--- src/rtl/bin2bcd_seq.sv ---
// Iterative double-dabble binary-to-BCD converter, one input bit per clock, start/busy/done handshake.
// Optional registered 7-segment output with leading-zero blanking when BIN2BCD_SEG7_OUT_EN is defined.
module bin2bcd_seq #(
  parameter int WIDTH  = 8,
  parameter int DIGITS = 3
) (
  input  logic                clk,
  input  logic                rst,
  input  logic                start,
  input  logic [WIDTH-1:0]    bin,
  output logic                busy,
  output logic                done,
  output logic [4*DIGITS-1:0] bcd,
  output logic                ovf
`ifdef BIN2BCD_SEG7_OUT_EN
  ,
  output logic [7*DIGITS-1:0] seg
`endif
);

  localparam int CW = $clog2(WIDTH + 1);
  localparam logic [CW-1:0] CNT_LOAD = CW'(WIDTH);
  localparam logic [CW-1:0] CNT_LAST = CW'(1);

  localparam logic [1:0] S_IDLE  = 2'd0;
  localparam logic [1:0] S_SHIFT = 2'd1;
  localparam logic [1:0] S_DONE  = 2'd2;

  logic [1:0]          state;
  logic [WIDTH-1:0]    shreg;
  logic [4*DIGITS-1:0] scratch;
  logic                sticky;
  logic [CW-1:0]       cnt;

  logic [4*DIGITS-1:0] adj;
  logic [4*DIGITS-1:0] scratch_nxt;
  logic                accept;

  // Add-3 per digit happens before the shift, so the shifted-out top bit reflects true overflow
  always_comb begin
    adj = scratch;
    for (int k = 0; k < DIGITS; k++) begin
      if (scratch[4*k +: 4] > 4'd4) begin
        adj[4*k +: 4] = scratch[4*k +: 4] + 4'd3;
      end
    end
    scratch_nxt = {adj[4*DIGITS-2:0], shreg[WIDTH-1]};
  end

  assign accept = start && (state == S_IDLE || state == S_DONE);
  assign busy   = (state == S_SHIFT);

`ifdef BIN2BCD_SEG7_OUT_EN
  function automatic logic [6:0] seg7(input logic [3:0] d);
    case (d)
      4'd0:    seg7 = 7'b0000001;
      4'd1:    seg7 = 7'b1001111;
      4'd2:    seg7 = 7'b0010010;
      4'd3:    seg7 = 7'b0000110;
      4'd4:    seg7 = 7'b1001100;
      4'd5:    seg7 = 7'b0100100;
      4'd6:    seg7 = 7'b0100000;
      4'd7:    seg7 = 7'b0001111;
      4'd8:    seg7 = 7'b0000000;
      4'd9:    seg7 = 7'b0000100;
      default: seg7 = 7'b1111111;
    endcase
  endfunction

  logic [7*DIGITS-1:0] seg_nxt;
  logic [7*DIGITS-1:0] seg_rst;

  // Walk down from the top digit; blanking stops at the first nonzero digit
  always_comb begin
    logic lead;
    lead    = 1'b1;
    seg_nxt = '1;
    for (int k = DIGITS - 1; k >= 1; k--) begin
      if (lead && scratch[4*k +: 4] == 4'd0) begin
        seg_nxt[7*k +: 7] = 7'b1111111;
      end else begin
        lead              = 1'b0;
        seg_nxt[7*k +: 7] = seg7(scratch[4*k +: 4]);
      end
    end
    seg_nxt[6:0] = seg7(scratch[3:0]);
  end

  always_comb begin
    seg_rst      = '1;
    seg_rst[6:0] = 7'b0000001;
  end

  always_ff @(posedge clk) begin
    if (rst) begin
      seg <= seg_rst;
    end else if (state == S_DONE) begin
      seg <= seg_nxt;
    end
  end
`endif

  always_ff @(posedge clk) begin
    if (rst) begin
      state   <= S_IDLE;
      shreg   <= '0;
      scratch <= '0;
      sticky  <= 1'b0;
      cnt     <= '0;
      done    <= 1'b0;
      bcd     <= '0;
      ovf     <= 1'b0;
    end else begin
      done <= (state == S_DONE);
      if (state == S_DONE) begin
        bcd <= scratch;
        ovf <= sticky;
      end

      case (state)
        S_SHIFT: begin
          scratch <= scratch_nxt;
          shreg   <= shreg << 1;
          sticky  <= sticky | adj[4*DIGITS-1];
          cnt     <= cnt - CNT_LAST;
          if (cnt == CNT_LAST) begin
            state <= S_DONE;
          end
        end
        default: begin
          if (accept) begin
            shreg   <= bin;
            scratch <= '0;
            sticky  <= 1'b0;
            cnt     <= CNT_LOAD;
            state   <= S_SHIFT;
          end else begin
            state <= S_IDLE;
          end
        end
      endcase
    end
  end

endmodule

--- config.mk ---
export PLATFORM = sky130hd
export DESIGN_NAME = bin2bcd_seq
export DESIGN_NICKNAME = d
export VERILOG_FILES = /design/src/rtl/bin2bcd_seq.sv
export SDC_FILE = /design/constraint.sdc
export NUM_CORES = 1
export LEC_CHECK = 0
export ABC_AREA = 1
export BUFFER_PORTS_ARGS = -buffer_cell sky130_fd_sc_hd__buf_2
export CAP_MARGIN = 0
export CORE_ASPECT_RATIO = 0.75
export CORE_MARGIN = 2
export CORE_UTILIZATION = 50
export DETAILED_ROUTE_END_ITERATION = 7
export PLACE_DENSITY = 0.71
export SETUP_SLACK_MARGIN = 0.4
export SYNTH_ARGS = -nofsm -noshare
export SYNTH_HDL_FRONTEND = slang
export SYNTH_SLANG_ARGS = --single-unit
export TNS_END_PERCENT = 30
--- constraint.sdc ---
create_clock -name clk -period 3.1 [get_ports clk]
set_input_delay 0.62 -clock clk [delete_from_list [all_inputs] [get_ports clk]]
set_output_delay 0.62 -clock clk [all_outputs]
set_load 0.02 [all_outputs]
=== After elaboration in Yosys (flattened, before gate mapping) ===
Index checks and enable logic that the tools add are counted.

* Register bits: 41
* Bits of input ports: 11
* Output and inout port bits: 15

* $add $sub $neg: 4
* Magnitude comparators: 3
* Eq/ne operators: 4
* Muxes and demuxes: 14
* Bitwise logic cells: 1
* Reduce and logical (&&, ||, !) cells: 5

{| class="wikitable"
|+ Operators with widths
! kind !! count
|-
| two-way mux 12 bit || 2
|-
| two-way mux 4 bit || 5
|-
| two-way mux 8 bit || 2
|-
| adder 4 x 2 -> 4 bit (second input constant) || 3
|-
| greater-than comparator 4 x 3 -> 1 bit (second input constant) || 3
|-
| == test 4 x 1 -> 1 bit (second input constant) || 1
|-
| two-way mux 2 bit || 2
|-
| subtractor 4 x 1 -> 4 bit (second input constant) || 1
|-
| two-way mux 1 bit || 3
|-
| == test 2 x 1 -> 1 bit (second input constant) || 1
|-
| == test 2 bit (second input constant) || 1
|-
| zero test 2 bit || 1
|-
| inequality test 2 x 1 -> 1 bit (second input constant) || 1
|-
| nonzero test 2 bit || 1
|-
| OR reduction 2 bit || 1
|-
| logical AND 1 bit || 1
|-
| logical OR 1 bit || 1
|-
| bitwise OR 1 bit || 1
|}

=== Longest topological paths before layout ===
Gate-level depths: netlist of the first run.

* Depth in word-level cells: 5
* Depth in mapped cells: 8
* Mapped depth without buffers: 8

=== Worst setup path before layout of the first run ===
No wires, ideal clock.

* Path kind: register to output
* Start: register state[0]
* End: output port busy
* Arrival time: 0.676 ns
* Data required time: 2.480 ns
* Path slack: 1.804 ns
* Stages on the path, launching flop included: 4
* Buffers on the path: 1
* Cells stage by stage: dfxtp_1 -> nand2_2 -> inv_4 -> buf_6

* Word-level cells in the longest chain between the ends: 1

{| class="wikitable"
|+ RTL lines
! element !! line !! RTL
|-
| start: declaration || 29 || <nowiki>logic [1:0] state;</nowiki>
|-
| start signal: assignment || 105 || <nowiki>state <= S_IDLE;</nowiki>
|-
| start signal: assignment || 127 || <nowiki>state <= S_DONE;</nowiki>
|-
| start signal: assignment || 136 || <nowiki>state <= S_SHIFT;</nowiki>
|-
| == test 2 x 1 -> 1 bit || 51 || <nowiki>assign busy = (state == S_SHIFT);</nowiki>
|-
| end: declaration || 11 || <nowiki>output logic busy,</nowiki>
|}

Every way passes these cells.

=== Worst setup path after layout of the first run ===
Ends and elaborated chain as after synthesis.

==> results of run 1 <==
==> path summary, 6_finish.rpt <==
check | endpoint | slack [ns] | cells after the start
hold reg to reg | scratch[3] | 0.47 | 2
setup reg to reg | scratch[10] | 1.85 | 8
setup / recovery | busy | 1.25 | 3
hold / removal | scratch[3] | 0.47 | 2
==> routing by layer <==
metal / GRT usage / vias to the layer above / part of all wire
met2: 0.263 / 25 / 0.43
met4: 0.0556 / 0 / 0.011
met3: 0.0489 / 5 / 0.036
li1: - / 826 / -
met1: 0.257 / 705 / 0.52
met5: 0 / - / 0
==> cell families (layout without fill, tap and decap cells) <==
group | after synthesis | count (layout) | share of synthesized area
AOI/OAI and AO/OA | 53 | 53 | 0.158
adders and majority gates | 5 | 5 | 0.0348
buffers and inverters | 33 | 56 | 0.0975
DFF | 41 | 41 | 0.457
and+or+nand+nor | 106 | 106 | 0.253
==> cell usage in the layout (no fill, tap or decap), types with 2 or more instances in the layout <==
| master | instances |
|---|---|
| dfxtp_1 | 41 |
| inv_2 | 4 |
| nor2_1 | 11 |
| a21oi_2 | 2 |
| ha_1 | 5 |
| o21ai_0 | 17 |
| inv_1 | 18 |
| buf_2 | 25 |
| clkbuf_8 | 6 |
| nand2_1 | 67 |
| a21oi_1 | 25 |
| nand3_1 | 23 |
| a31oi_1 | 7 |
| nand2_4 | 2 |
==> power by group <==
part / switching [uW] / internal, uW
registers: 11.2 / 545
clock network: 172 / 177
logic: 66.1 / 30.2
total: 250 / 752
==> layout make-up <==
class,count,area (um2),area share
multi-input cells,164,801,0.405
clock buffers,7,86.3,0.0437
flip-flops and latches,41,821,0.415
repair buffers,25,125,0.0633
inverters,24,93.8,0.0475
well taps,40,50.0,0.0253
==> Yosys cell counts, drive strengths merged <==
library cell and count:
nand2 70, nor4 1, inv 23, clkbuf 2
o21bai 1, buf 7, clkinv 1, nand3 23
o21ai 18, nor2 11, dfxtp 41, nor3 1
ha 5, a21oi 27, a31oi 7
==> flip-flops by register name, summed over array words and instances, names as in the netlist <==
signal and flops:
bcd 12, cnt 4, done 1, ovf 1, scratch 12, shreg 8, state 2, sticky 1
==> stage by stage <==
stage | setup WS [ns] | power (uW)
6_report | 1.25 | 1000
5_1_grt | 1.18 | 1050
4_1_cts | 1.25 | 1010
3_5_place_dp | 1.50 | 666
3_3_place_gp | 1.53 | 664
2_1_floorplan | 1.80 | 649
==> worst min-delay path, delay by kind of cell, from the launching register on <==
family             cells  cell delay (ns)
and+or+nand+nor        1             0.06
DFF                    1             0.31
AOI/OAI and AO/OA      1             0.05
==> metrics.txt, run 1 <==
PostCTS Resize Cnt=0; Slew Viols, Final=0; post-synthesis cell area=1800 um2; Max Cap Violations=0; drt initial violations=102; slowest stage delay, CP=0.37 ns; crit-path leading delay family=buffers and inverters; CTS Sinks=41; post-synthesis net count=254; Startpoint Class=register; drt via density=5.19; Die Width=73.2 um; Pre-antenna DRT Iters=4; count of cell types in the netlist=23; Fmax=542 MHz; Worst slew margin=0.693; Final Cycle Share=0.596; Finished Core Util=0.589; # setup viols final=0; FF-to-FF Start=scratch[8]; crit-path cells=nand2_2 > inv_4 > buf_2; Boundary Pins=26; clock insertion delay at the later pin of the skew report=0.29 ns; Hold Crit Start=scratch[3]; Final Instance Area=1980 um2; Final ANT Viol Nets=0; minimum clock period=1.85 ns; RSZ-0062 raised after global routing=false; Die Footprint=4090 um2; via count=1,561; Clock Skews=0.00513 ns; Buf/Inv on CP=2; Initial Util=0.535; antenna violations before repair=0; power density cells=507 nW/um2; sequential fraction of the synthesis area=0.457; GRT Residual Overflow=0; crit path from=state[0]; Synth Instances=238; CP max FO=26; TNS Setup=0 ns; hold-fix buffers at CTS=0; CTS max path bufs=2; Post-Route WL=3530 um; hold crit path type=reg -> reg; vias in the first global route=1,309; fin cells=301; crit path kind=reg -> out; CP Capture Type=primary output; Slew @ Worst Pin=0.461 ns; Buffers on Ports=25; dpl cell area=1890 um2; core box area=3360 um2; Leak=0.000871 uW; Mapped Avg Cell Area=7.55 um2; outcome=completed; Synth top area share=0.457; Antenna Cells=0; DP HPWL=2440 um; CTS root buf=clkbuf_8; Hold Violations, Final=0; layout cells sized above 1=0.165; CTS Buf Count=5; gpl congestion=0.795; CP arrival=1.23 ns; Reg clk slew, reported paths=0.07 ns; largest net degree at the start of global routing=27; CTS tree=built; Yosys warnings=0; dpl cells=294; # rows=18; GR Util All Layers=0.180; final hold slack=0.467 ns; post-synth top area cell=dfxtp_1; Die Ht=55.9 um; post-CTS repair timing setup buffer count=0; Synth Register Bits=41; maximum VDD drop=0.336 mV; Req. time, crit path=2.48 ns; top post-synthesis cells by area=dfxtp_1, nand2_1, a21oi_1, nand3_1, o21ai_0; FILL cells=308; Syn-to-layout area delta=10.0%; first-pass GRT wire length=5810 um; crit path max-delay cell type=dfxtp_1; CTS HTree Levels=2; nets=277; WL per Instance=11.7 um; # DRC=0
(Power assumes the default switching activity.)
==> inputs of run 2 (changes only) <==
ABC_AREA = 0   (was 1)
PLACE_DENSITY = 0.74   (was 0.71)
clock period = 1.62 ns   (was 3.1 ns; I/O delays follow)
==> run 2 against run 1 <==
Combinational power grew 120%. Setup slack lost 0.91 ns. Largest power group unchanged. Synthesized area shrank 4.2%. Count of clock-buffer cells in the layout grew 1. Non-clock buffer count grew 27. Global-route usage grew 3.5 points. Via count shrank 1.2%. Worst hold slack lost 0.15 ns.
==> metrics.txt, run 2 <==
CP max FO=3; Buffers on Ports=25; Slew Viols, Final=0; flop-to-flop setup slack=0.39 ns; CP Capture Type=primary output; R2R depth=6; Main synth FF type=dfxtp_1; Startpoint Class=register; outcome=completed; Req. time, crit path=1.30 ns; most frequent cells in the layout=nand2_1, dfxtp_1, a21oi_1; slowest stage delay, CP=0.32 ns; DP HPWL=2400 um; Antenna Cells=0; crit-path leading delay family=flip-flops; CTS tree=built; CTS HTree Levels=2; FF-to-FF Start=scratch[8]; Mapped Avg Cell Area=8.23 um2; largest net degree at the start of global routing=16; Post-Route WL=3850 um; crit path kind=reg -> out; drt initial violations=84; Tot Pwr=1900 uW; Reg clk slew, reported paths=0.07 ns; first-pass GRT wire length=6330 um; Min-Delay Path Depth=3; drt via density=5.21; antenna violations before repair=0; Synth top area share=0.477; Slew @ Worst Pin=0.299 ns; CTS Buf Count=5; Synth Register Bits=41; crit-path cells=nand2b_4 > inv_4 > buf_6; Initial Util=0.523; Leak=0.000883 uW; power density cells=854 nW/um2; CTS Sinks=41; Syn-to-layout area delta=29.5%; post-synth top area cell=dfxtp_1; dpl cells=269; Reg power frac=0.556; clock insertion delay at the later pin of the skew report=0.29 ns; Worst Hold End=shreg[1]; TNS Setup=0 ns; # setup viols final=0; Max Cap Violations=0; Fmax=786 MHz; Synth Instances=209; post-synthesis cell area=1720 um2; Boundary Pins=26; Clock power frac=0.333; crit path max-delay cell type=dfxtp_2; top post-synthesis cells by area=dfxtp_1, a21oi_1, nand2_1, ha_1, a22oi_1; P_sw=470 uW; switching share of total power=0.247; EDFF count, synth=0; core box area=3290 um2; RSZ-0062 raised after global routing=true; Buf/Inv on CP=2; # rows=18; CTS max path bufs=2; count leader, synth=dfxtp_1; hold crit path type=in -> reg; Die Ht=54.8 um; maximum VDD drop=0.627 mV; Final ANT Viol Nets=0; CP arrival=0.95 ns; Reg-to-Reg End=scratch[10]; WL per Instance=13.0 um; Clock Skews=0.00537 ns; fin cells=296; combinational share of power=0.110; Worst slew margin=0.801; commonest non-fill, non-tap cell in the layout=nand2_1; GRT Residual Overflow=0; Pre-antenna DRT Iters=4; GR Util All Layers=0.215; post-synthesis net count=225; vias in the first global route=1,443; gpl congestion=0.824; top flop regs=bcd x12, scratch x12, shreg x8; via count=1,542; CTS root buf=clkbuf_8; asr flop ratio synth=0; Hold Violations, Final=0; count of cell types in the netlist=31; sequential fraction of the synthesis area=0.477; Hold Crit Start=bin[1]; Die Width=71.7 um; hold-fix buffers at CTS=0; layout cells sized above 1=0.359; Die Footprint=3930 um2; Final Cycle Share=0.785; Yosys warnings=0; nets=271; minimum clock period=1.27 ns; top post-synthesis cells by count=dfxtp_1, nand2_1, a21oi_1; # DRC=0; Int Pwr=1430 uW
==> run 2: worst max-delay path by stage <==
| stage | from | endpoint | cells after the start |
|---|---|---|---|
| finish | state[1] | busy | 3 |
| global route | state[1] | cnt[3] | 5 |
| CTS | state[1] | busy | 3 |
| detailed placement | scratch[9] | scratch[10] | 6 |
| global placement | scratch[9] | scratch[10] | 6 |
| floorplan | scratch[9] | scratch[10] | 6 |
==> run 2: per-layer routing <==
layer	routed length [um]	GRT usage	part of all wire	up-vias
met5	0	0	0	-
met4	38	0.0818	0.0099	0
met3	158	0.0552	0.041	5
met2	1810	0.375	0.47	35
met1	1840	0.262	0.48	699
li1	-	-	-	803
==> run 2: power by group through the flow <==
stage	logic [uW]	clock network [uW]	registers [uW]
after global routing	232	693	1060
final	210	634	1060
after detailed placement	178	0	1080
after CTS	208	649	1060
after floorplan	135	0	1070
after global placement	174	0	1080
==> run 2: logic make-up (layout without fill, tap and decap cells) <==
family	count (synthesis)	in the layout	share of synthesized area
AOI/OAI and AO/OA	58	58	0.190
xor gates and xnor gates	3	3	0.0153
adders and majority gates	5	5	0.0364
buffers and inverters	26	73	0.0705
DFF	41	41	0.477
muxes	4	4	0.0255
and+or+nand+nor	72	72	0.185
==> run 2: final cells by class <==
| class | instances | area, um2 |
|---|---|---|
| sequential | 41 | 831 |
| tap | 40 | 50.0 |
| clock buffer | 8 | 80.1 |
| inverter | 13 | 51.3 |
| multi-input combinational | 142 | 875 |
| timing repair buffer | 52 | 342 |
| fill | 282 | 1060 |
==> run 2: repair_timing <==
action,CTS,global route
hold endpoints to repair,0,0
setup endpoints to repair,29,38
gates resized for setup,24,5
buffers inserted,19,0
pin swaps,6,3
==> run 2: worst min-delay path, delay by kind of cell <==
family          cells  cell delay, ns
buf+inv             1            0.07
compound gates      2            0.17
==> run 2: metrics by stage <==
step	hold slack, ns	util	setup slack, ns	cell area [um2]
finish	0.315	0.678	0.348	2230
global route	0.325	0.678	0.307	2230
CTS	0.310	0.672	0.347	2210
detailed placement	0.446	0.587	0.281	1930
global placement	0.438	0.587	0.284	1930
floorplan	0.432	-	0.369	1770
==> inputs of run 3 (changes only) <==
clock period = 1.15 ns   (was 1.62 ns; I/O delays follow)
==> run 3 against run 2 <==
The run now ends with negative setup slack left. Die area stayed put. Power is 72% higher. Worst hold slack worse by 0.12 ns. Register-to-register slack worse by 0.54 ns. Critical endpoint is now cnt[3]. Largest cell class unchanged. Largest power group unchanged.
==> metrics.txt, run 3 (synthesis gave the netlist of run 2 again) <==
Reg clk slew, reported paths=0.09 ns; drt via density=5.95; top flop regs=bcd x12, scratch x12, shreg x8; Hold Violations, Final=0; # DRC=0; first-pass GRT wire length=8240 um; DP HPWL=2670 um; Slew @ Worst Pin=0.371 ns; FF-to-FF Start=state[1]; Buffers on Ports=25; minimum clock period=1.30 ns; Startpoint Class=register; CTS root buf=clkbuf_8; violated checks=negative setup slack; vias in the first global route=1,704; hold crit path type=in -> reg; Die Width=71.7 um; Antenna Cells=0; CTS max path bufs=2; Die Footprint=3930 um2; commonest non-fill, non-tap cell in the layout=buf_4; Final WS setup=-0.146 ns; CP max FO=4; FILL cells=124; core box area=3290 um2; Final Cycle Share=1.13; outcome=finished with violations; via count=1,886; layout cells sized above 1=0.686; largest net degree at the start of global routing=15; CTS Buf Count=5; gpl congestion=0.815; Tot Pwr=3270 uW; power density cells=1120 nW/um2; Syn-to-layout area delta=70.5%; Hold Crit Start=bin[5]; fin cells=317; GR Util All Layers=0.286; Req. time, crit path=1.36 ns; crit path kind=reg -> reg; maximum VDD drop=1.26 mV; Clock Skews=0.00761 ns; CP Capture Type=register; nets=292; crit path from=state[1]; dpl cells=295; Post-Route WL=6570 um; most frequent cells in the layout=buf_4, nand2_1, buf_6; CTS tree=built; Leak=0.00113 uW; # setup viols final=25; antenna violations before repair=0; Die Ht=54.8 um; Fmax=772 MHz; Pre-antenna DRT Iters=5; flop-to-flop setup slack=-0.15 ns; Boundary Pins=26; Worst slew margin=0.750; WL per Instance=20.7 um; hold-fix buffers at CTS=0; Initial Util=0.523; Max Cap Violations=0; Final ANT Viol Nets=0; CTS HTree Levels=2; GRT Residual Overflow=0; RSZ-0062 raised after global routing=true; Slew Viols, Final=0; # rows=18; final hold slack=0.199 ns; CTS Sinks=41; CP arrival=1.51 ns; TNS Setup=-1.96 ns; clock insertion delay at the later pin of the skew report=0.31 ns; drt initial violations=145
[run 3: worst max-delay path: stages, from the launching register on]
cell	delay, ns
dfxtp_2	0.33
nand2b_4	0.19
nor4_1	0.30
nor3_1	0.09
a211oi_1	0.29
[run 3: worst paths after layout]
check / to / cells after the start
worst max register to register: cnt[3] / 4
worst min-delay path: shreg[5] / 3
worst min register to register: bcd[10] / 2
worst max-delay path: cnt[3] / 4
[run 3: cell type report]
type / instances / area, um2 / share of cell area
Multi-Input combinational cell: 142 / 1160 / 0.397
Sequential cell: 41 / 853 / 0.291
Timing Repair Buffer: 72 / 681 / 0.232
Clock buffer: 6 / 82.6 / 0.0281
Inverter: 13 / 56.3 / 0.0192
Tap cell: 40 / 50.0 / 0.0171
Clock inverter: 2 / 37.5 / 0.0128
Timing Repair inverter: 1 / 8.76 / 0.00299
[run 3: what timing repair did]
| action | 4_1_cts | 5_1_grt |
|---|---|---|
| pin swaps | 38 | 24 |
| endpoints found under the setup margin | 56 | 56 |
| gates cloned | 2 | 1 |
| buffers inserted | 8 | 3 |
| resized for setup | 103 | 42 |
[run 3: stage by stage]
step / area [um2] / utilization / setup slack (ns)
after floorplan: 1830 / - / -0.0625
after global placement: 2210 / 0.672 / -0.0275
after detailed placement: 2210 / 0.672 / -0.0763
after CTS: 2730 / 0.830 / -0.0818
after global routing: 2930 / 0.892 / -0.197
final: 2930 / 0.892 / -0.146
[run 3: report_power, final]
group / internal, uW / switching (uW) / total, uW
clock network: 706 / 549 / 1260
registers: 1460 / 43.5 / 1500
logic: 237 / 279 / 516
total: 2400 / 871 / 3270
[run 3: per-layer routing]
layer	share of wire	track usage	vias to the layer above	wire, um
met5	0	0	-	0
met3	0.082	0.0810	30	541
li1	-	-	841	-
met1	0.38	0.331	904	2520
met4	0.048	0.129	0	314
met2	0.49	0.503	111	3190
